File: src/rtl/lsu_pkg.sv
// ---------------------------------------------------------------------------
// lsu_pkg : funct3 codes, FSM state encoding and size/sign helpers  (rev 1.0)
// ---------------------------------------------------------------------------
`default_nettype none

package lsu_pkg;

  localparam logic [2:0] F3_B  = 3'b000;
  localparam logic [2:0] F3_H  = 3'b001;
  localparam logic [2:0] F3_W  = 3'b010;
  localparam logic [2:0] F3_D  = 3'b011;
  localparam logic [2:0] F3_BU = 3'b100;
  localparam logic [2:0] F3_HU = 3'b101;
  localparam logic [2:0] F3_WU = 3'b110;

  typedef enum logic [1:0] {
    ST_IDLE = 2'd0,
    ST_ACC0 = 2'd1,
    ST_ACC1 = 2'd2,
    ST_RESP = 2'd3
  } state_t;

  // Access size in bytes is encoded by the low two funct3 bits.
  function automatic logic [3:0] size_of(input logic [2:0] f3);
    case (f3[1:0])
      2'd0:    size_of = 4'd1;
      2'd1:    size_of = 4'd2;
      2'd2:    size_of = 4'd4;
      default: size_of = 4'd8;
    endcase
  endfunction

  function automatic logic is_signed(input logic [2:0] f3);
    is_signed = ~f3[2];
  endfunction

endpackage

`default_nettype wire

File: src/rtl/lsu_align_unit_load_extend.sv
// ---------------------------------------------------------------------------
// load_extend : right-justifies a two-beat lane pair and sign/zero extends   (rev 1.0)
// ---------------------------------------------------------------------------
`default_nettype none

module load_extend #(
  parameter  int XLEN  = 32,
  localparam int OFF_W = $clog2(XLEN / 8)
) (
  input  logic [2*XLEN-1:0] word,
  input  logic [OFF_W-1:0]  off,
  input  logic [3:0]        size,
  input  logic              sign_ext,
  output logic [XLEN-1:0]   result
);

  logic [2*XLEN-1:0] shifted;
  logic              sbit;

  always_comb begin
    shifted = word >> {off, 3'b000};
    sbit    = 1'b0;
    for (int i = 0; i < 2 * XLEN; i++) begin
      if (i == 8 * int'(size) - 1) sbit = shifted[i];
    end
    sbit = sbit & sign_ext;
    for (int i = 0; i < XLEN; i++) begin
      result[i] = (i < 8 * int'(size)) ? shifted[i] : sbit;
    end
  end

endmodule

`default_nettype wire

File: src/rtl/lsu_align_unit.sv
// ---------------------------------------------------------------------------
// lsu_align_unit : load/store aligner with two-beat split of word-crossing accesses (rev 1.0)
// ---------------------------------------------------------------------------
`default_nettype none

module lsu_align_unit
  import lsu_pkg::*;
#(
  parameter int XLEN           = 32,
  parameter int ADDR_W         = 32,
  parameter int MISALIGN_SPLIT = 1
) (
  input  logic                clk,
  input  logic                rst,
  input  logic                req_valid,
  output logic                req_ready,
  input  logic                req_store,
  input  logic [2:0]          req_func3,
  input  logic [ADDR_W-1:0]   req_addr,
  input  logic [XLEN-1:0]     req_wdata,
  output logic                resp_valid,
  output logic [XLEN-1:0]     resp_rdata,
  output logic                resp_err,
  output logic                mem_req,
  output logic                mem_we,
  output logic [ADDR_W-1:0]   mem_addr,
  output logic [XLEN/8-1:0]   mem_be,
  output logic [XLEN-1:0]     mem_wdata,
  input  logic                mem_ack,
  input  logic [XLEN-1:0]     mem_rdata
);

  localparam int NB    = XLEN / 8;
  localparam int OFF_W = $clog2(NB);

  state_t              state;
  logic                store_q, sign_q, split_q;
  logic [OFF_W-1:0]    off_q;
  logic [3:0]          size_q;
  logic [ADDR_W-1:0]   addr1_q;
  logic [NB-1:0]       be1_q;
  logic [XLEN-1:0]     wdata1_q, hold_q;

  logic [3:0]          d_size;
  logic [OFF_W-1:0]    d_off;
  logic                d_legal, d_mis, d_cross, d_err;
  logic [2*NB-1:0]     d_span;
  logic [2*XLEN-1:0]   d_wide;
  logic [ADDR_W-1:0]   d_addr0;
  logic [2*XLEN-1:0]   ext_word;
  logic [XLEN-1:0]     ext_data;

  always_comb begin
    d_size = size_of(req_func3);
    d_off  = req_addr[OFF_W-1:0];
    if (req_store) begin
      d_legal = (req_func3 == F3_B) || (req_func3 == F3_H) || (req_func3 == F3_W) ||
                ((XLEN == 64) && (req_func3 == F3_D));
    end else begin
      d_legal = (req_func3 == F3_B)  || (req_func3 == F3_H)  || (req_func3 == F3_W) ||
                (req_func3 == F3_BU) || (req_func3 == F3_HU) ||
                ((XLEN == 64) && ((req_func3 == F3_D) || (req_func3 == F3_WU)));
    end
    d_mis   = (req_addr[3:0] & (d_size - 4'd1)) != 4'd0;
    d_cross = (int'(d_off) + int'(d_size)) > NB;
    d_err   = !d_legal || ((MISALIGN_SPLIT == 0) && d_mis);
    // Lane span over two adjacent bus words; upper half is the second beat.
    for (int i = 0; i < 2 * NB; i++) begin
      d_span[i] = (i >= int'(d_off)) && (i < int'(d_off) + int'(d_size));
    end
    d_wide  = {{XLEN{1'b0}}, req_wdata} << {d_off, 3'b000};
    d_addr0 = {req_addr[ADDR_W-1:OFF_W], {OFF_W{1'b0}}};
  end

  assign ext_word = (state == ST_ACC1) ? {mem_rdata, hold_q} : {{XLEN{1'b0}}, mem_rdata};

  load_extend #(.XLEN(XLEN)) u_load_extend (
    .word     (ext_word),
    .off      (off_q),
    .size     (size_q),
    .sign_ext (sign_q),
    .result   (ext_data)
  );

  assign req_ready = (state == ST_IDLE) && !rst;

  always_ff @(posedge clk) begin
    if (rst) begin
      state      <= ST_IDLE;
      store_q    <= 1'b0;
      sign_q     <= 1'b0;
      split_q    <= 1'b0;
      off_q      <= '0;
      size_q     <= '0;
      addr1_q    <= '0;
      be1_q      <= '0;
      wdata1_q   <= '0;
      hold_q     <= '0;
      resp_valid <= 1'b0;
      resp_rdata <= '0;
      resp_err   <= 1'b0;
      mem_req    <= 1'b0;
      mem_we     <= 1'b0;
      mem_addr   <= '0;
      mem_be     <= '0;
      mem_wdata  <= '0;
    end else begin
      case (state)
        ST_IDLE: begin
          if (req_valid) begin
            store_q <= req_store;
            sign_q  <= is_signed(req_func3);
            off_q   <= d_off;
            size_q  <= d_size;
            if (d_err) begin
              resp_valid <= 1'b1;
              resp_err   <= 1'b1;
              resp_rdata <= '0;
              state      <= ST_RESP;
            end else begin
              split_q   <= d_cross;
              addr1_q   <= d_addr0 + ADDR_W'(NB);
              be1_q     <= d_span[2*NB-1:NB];
              wdata1_q  <= d_wide[2*XLEN-1:XLEN];
              mem_req   <= 1'b1;
              mem_we    <= req_store;
              mem_addr  <= d_addr0;
              mem_be    <= d_span[NB-1:0];
              mem_wdata <= d_wide[XLEN-1:0];
              state     <= ST_ACC0;
            end
          end
        end
        ST_ACC0: begin
          if (mem_ack) begin
            hold_q <= mem_rdata;
            if (split_q) begin
              mem_addr  <= addr1_q;
              mem_be    <= be1_q;
              mem_wdata <= wdata1_q;
              state     <= ST_ACC1;
            end else begin
              mem_req    <= 1'b0;
              resp_valid <= 1'b1;
              resp_rdata <= store_q ? '0 : ext_data;
              state      <= ST_RESP;
            end
          end
        end
        ST_ACC1: begin
          if (mem_ack) begin
            mem_req    <= 1'b0;
            resp_valid <= 1'b1;
            resp_rdata <= store_q ? '0 : ext_data;
            state      <= ST_RESP;
          end
        end
        ST_RESP: begin
          resp_valid <= 1'b0;
          resp_err   <= 1'b0;
          resp_rdata <= '0;
          state      <= ST_IDLE;
        end
        default: state <= ST_IDLE;
      endcase
    end
  end

endmodule

`default_nettype wire

File: config.mk
export PLATFORM = sky130hd
export DESIGN_NAME = lsu_align_unit
export DESIGN_NICKNAME = d
export VERILOG_FILES = /design/src/rtl/lsu_pkg.sv /design/src/rtl/lsu_align_unit_load_extend.sv /design/src/rtl/lsu_align_unit.sv
export SDC_FILE = /design/constraint.sdc
export NUM_CORES = 1
export LEC_CHECK = 0
export ABC_AREA = 0
export BUFFER_PORTS_ARGS = -buffer_cell sky130_fd_sc_hd__buf_2
export CAP_MARGIN = 10
export CORE_MARGIN = 2
export CORE_UTILIZATION = 56
export CTS_CLUSTER_DIAMETER = 60
export CTS_CLUSTER_SIZE = 12
export DETAILED_ROUTE_END_ITERATION = 16
export GPL_ROUTABILITY_DRIVEN = 1
export PLACE_DENSITY = 0.78
export SKIP_LAST_GASP = 1
export SYNTH_ARGS = -nofsm -noshare
export SYNTH_HDL_FRONTEND = slang
export SYNTH_SLANG_ARGS = --single-unit
export TNS_END_PERCENT = 30
File: constraint.sdc
create_clock -name clk -period 3.32 [get_ports clk]
set_clock_uncertainty 0.1 [all_clocks]
set_input_delay 0.498 -clock clk [delete_from_list [all_inputs] [get_ports clk]]
set_output_delay 0.498 -clock clk [all_outputs]
set_load 0.005 [all_outputs]
==> results.py <==
metrics = {
    "route": {
        "totalWireLength_um": 30200,
        "final_antenna_net_count": 0,
        "routed_vias_inst": 6.09,
        "route.vias.total": 10074,
        "remaining_drc_errors": 0,
        "drt_first_iter_violations": 811,
        "routed_wire_length_per_instance_um": 18.3,
        "detailedRoute.firstPassIterationCount": 5,
    },
    "logic_synthesis": {
        "syn_avg_cell_area_um2": 8.21,
        "post_synth_instance_area_um2": 10400,
        "synth_seq_area_share_pct": 38.7,
        "synth-edff-count": 0,
        "xor_and_xnor_fraction_of_the_mapped_netlist_area_pct": 2.35,
        "synthSimpleGateAreaFrac_pct": 20.1,
        "yosys.area_share.adder_pct": 1.51,
        "synth.yosys.warnings": 0,
        "synth_compound_area_share_pct": 20.6,
        "yosys_reg_bits": 202,
        "synth_flop_cell": "sky130_fd_sc_hd__dfxtp_1",
        "synth_top_family_by_area": "compound AO/OA/AOI/OAI gates",
        "post_synth_mux_area_share_pct": 12.3,
        "cell_count_after_synthesis": 1272,
        "synth.lib_cells_used.distinct": 63,
        "async_reset_ff_share_pct": 0,
    },
    "sta": {
        "report.final.slew_viol_count": 0,
        "fmaxAchievable_mhz": 340,
        "worst_slack_ns": 0.378,
        "rsz0062_at_grt": "false",
        "max-slew-margin-rel_pct": 41.5,
        "timing_worst_slew_pin_value_ns": 0.875,
        "post_route_setup_tns_ns": 0,
        "final.hold.worst_slack_ns": 0.142,
        "setup_viol": 0,
        "hold_violations": 0,
        "finalCritPeriodShare_pct": 88.6,
        "period_minus_ws_final_ns": 2.94,
    },
    "cts": {
        "cts_buffers": 21,
        "cts_num_sinks": 202,
        "clock_latency_of_the_later_clocked_register_in_the_worst_skew_pair_ns": 0.50,
        "cts_root_buffer": "sky130_fd_sc_hd__clkbuf_16",
        "post_cts.resized_instances": 0,
        "clockBufferDepth": 3,
        "cts_hold_buffers": 0,
        "cts_tree": "done",
        "htreeDepth": 1,
        "clkTransAtPathRegs_ns": 0.06,
        "cts.repair_timing.setup_buffer_count": 0,
    },
    "placed_design": {
        "gp_congestion": 0.933,
        "io_buffers": 206,
        "dp.final_hpwl_um": 20700,
        "placement.setup.worst_slack_ns": 0.414,
    },
    "grt": {
        "grt_max_degree": 175,
        "grt_antenna_before_repair": 0,
        "global_route.overflow_total": 0,
        "via_count_of_the_first_global_routing_pass": 9597,
        "grt_first_pass_wirelength_um": 48800,
        "grtUsageTotal_pct": 29.9,
    },
    "hold_path": {
        "min_path_type": "in2reg",
    },
    "floorplan": {
        "floorplan.die.width_um": 141,
        "core_area_um2": 18100,
        "num_io_pins": 209,
        "initial_utilization_pct": 57.5,
        "design.die.area_um2": 19700,
        "die_height_um": 141,
        "placement_rows": 49,
    },
    "setup_path": {
        "crit_fanout": 11,
        "cp_top_family": "compound AO/OA/AOI/OAI gates",
        "critical_path.max_stage_delay_ns": 0.59,
        "critical_path.cell_chain": "inv_1, ha_1, nand2b_1, a21oi_1, a2111oi_4, a31oi_4, nor4b_4, a221o_1",
        "worstPathRequired_ns": 3.65,
        "critPathCaptureType": "register",
        "setup.worst_path.start_class": "register",
        "crit_buf_inv": 1,
        "critical_path_type": "reg2reg",
        "critical_path_arrival_ns": 3.27,
        "crit_slowest_cell": "sky130_fd_sc_hd__nor4b_4",
    },
    "run": {
        "count_of_max_cap_constraint_violations": 0,
    },
    "final_layout": {
        "mostFrequentLayoutCells": "210 x sky130_fd_sc_hd__nand2_1, 205 x sky130_fd_sc_hd__buf_2, 201 x sky130_fd_sc_hd__dfxtp_1",
        "nets": 1540,
        "diodes": 0,
        "flow.area_growth_from_synthesis_pct": 16.5,
        "leading_cell_type_in_the_layout_fill_and_taps_excluded": "sky130_fd_sc_hd__nand2_1",
        "layout-drive-gt1-share_pct": 21.9,
    },
    "power": {
        "worst_supply_voltage_drop_on_vdd_uv": 456,
        "power.total_mw": 8.85,
        "static-leakage-power_nw": 4.71,
        "pwr_density_cell_nw_per_um2": 727,
    },
    "outcome": {
        "outcome": "finished clean",
    },
}
==> area by class of cell <==
type / count / area [um2]
Fill cell: 1582 / 5980
Multi-Input combinational cell: 958 / 5970
Sequential cell: 202 / 4050
Timing Repair Buffer: 230 / 1240
Clock buffer: 23 / 543
Tap cell: 229 / 287
Inverter: 11 / 41.3
Clock inverter: 2 / 38.8
==> kinds of logic after synthesis <==
group | Yosys count
AND/OR/NAND/NOR | 482
AO/OA/AOI/OAI | 323
flip-flops | 202
buffers and inverters | 113
multiplexers | 111
XOR/XNOR | 28
adder cells (fa/ha/maj) | 12
other | 1
==> registers in the layout (all words and copies together) (netlist names), 2 cells and up <==
signal / flops
hold_q: 32
mem_wdata: 32
resp_rdata: 32
addr1_q: 30
mem_addr: 30
wdata1_q: 24
be1_q: 4
mem_be: 4
size_q: 4
off_q: 2
state: 2
==> power breakdown <==
| part | total (mW) | switching [mW] | internal (mW) |
|---|---|---|---|
| clock | 2.17 | 0.943 | 1.23 |
| sequential | 3.21 | 0.310 | 2.90 |
| combinational | 3.47 | 2.10 | 1.36 |
| total | 8.85 | 3.36 | 5.49 |
==> worst register-to-register path, delay by kind of cell, from the launching register on <==
| kind | cells | cell delay (ns) |
|---|---|---|
| flops | 1 | 0.50 |
| simple gates | 2 | 0.76 |
| fa+ha+maj | 1 | 0.51 |
| buf+inv | 1 | 0.22 |
| compound gates | 4 | 0.79 |
==> per-stage QoR <==
step,cells,utilization (%),cell area (um2)
after floorplan,1273,-,10400
after global placement,1630,63.8,11600
after detailed placement,1630,63.8,11600
after CTS,1655,67.0,12200
after global routing,1655,67.0,12200
final,1655,67.0,12200
==> cell usage after synthesis (all sizes together), types with 5 or more instances <==
| library cell | number | area (um2) |
|---|---|---|
| nand2 | 210 | 788 |
| dfxtp | 202 | 4040 |
| nor2 | 151 | 567 |
| a21oi | 98 | 490 |
| clkbuf | 82 | 308 |
| a211oi | 78 | 591 |
| mux2i | 69 | 694 |
| o21ai | 57 | 285 |
| mux2 | 32 | 360 |
| nand3 | 29 | 145 |
| nor3 | 24 | 120 |
| o211ai | 23 | 173 |
| buf | 20 | 105 |
| xor2 | 19 | 166 |
| a221oi | 18 | 164 |
| and2 | 15 | 93.8 |
| ha | 11 | 138 |
| inv | 10 | 37.5 |
| mux4 | 10 | 225 |
| xnor2 | 9 | 78.8 |
| nand4 | 8 | 50.1 |
| nor2b | 8 | 50.1 |
| or4 | 8 | 60.1 |
| a221o | 7 | 70.1 |
| a22o | 7 | 61.3 |
| and4 | 7 | 61.3 |
| o22ai | 7 | 43.8 |
| and3 | 6 | 37.5 |
| a2111oi | 5 | 62.6 |
| or3 | 5 | 31.3 |
==> layer usage <==
layer / GRT usage, % / part of all wire (%) / wire (um)
met4: 15.5 / 4.9 / 1470
met5: 0 / 0 / 0
met1: 38.4 / 41 / 12500
met3: 5.03 / 7.7 / 2330
met2: 48.8 / 46 / 13900
==> worst paths after layout <==
check,slack (ns),cells after the start,endpoint,from
worst max-delay path,0.38,8,resp_rdata[28]$_SDFFE_PP0P_,size_q[0]$_SDFFE_PP0P_
worst min-delay path,0.14,2,sign_q$_SDFFE_PP0P_,req_func3[2]
worst max register to register,0.38,8,resp_rdata[28]$_SDFFE_PP0P_,size_q[0]$_SDFFE_PP0P_
worst min register to register,0.35,2,resp_rdata[11]$_SDFFE_PP0P_,resp_rdata[11]$_SDFFE_PP0P_
No activity file was read; power rests on OpenSTA's default activity.
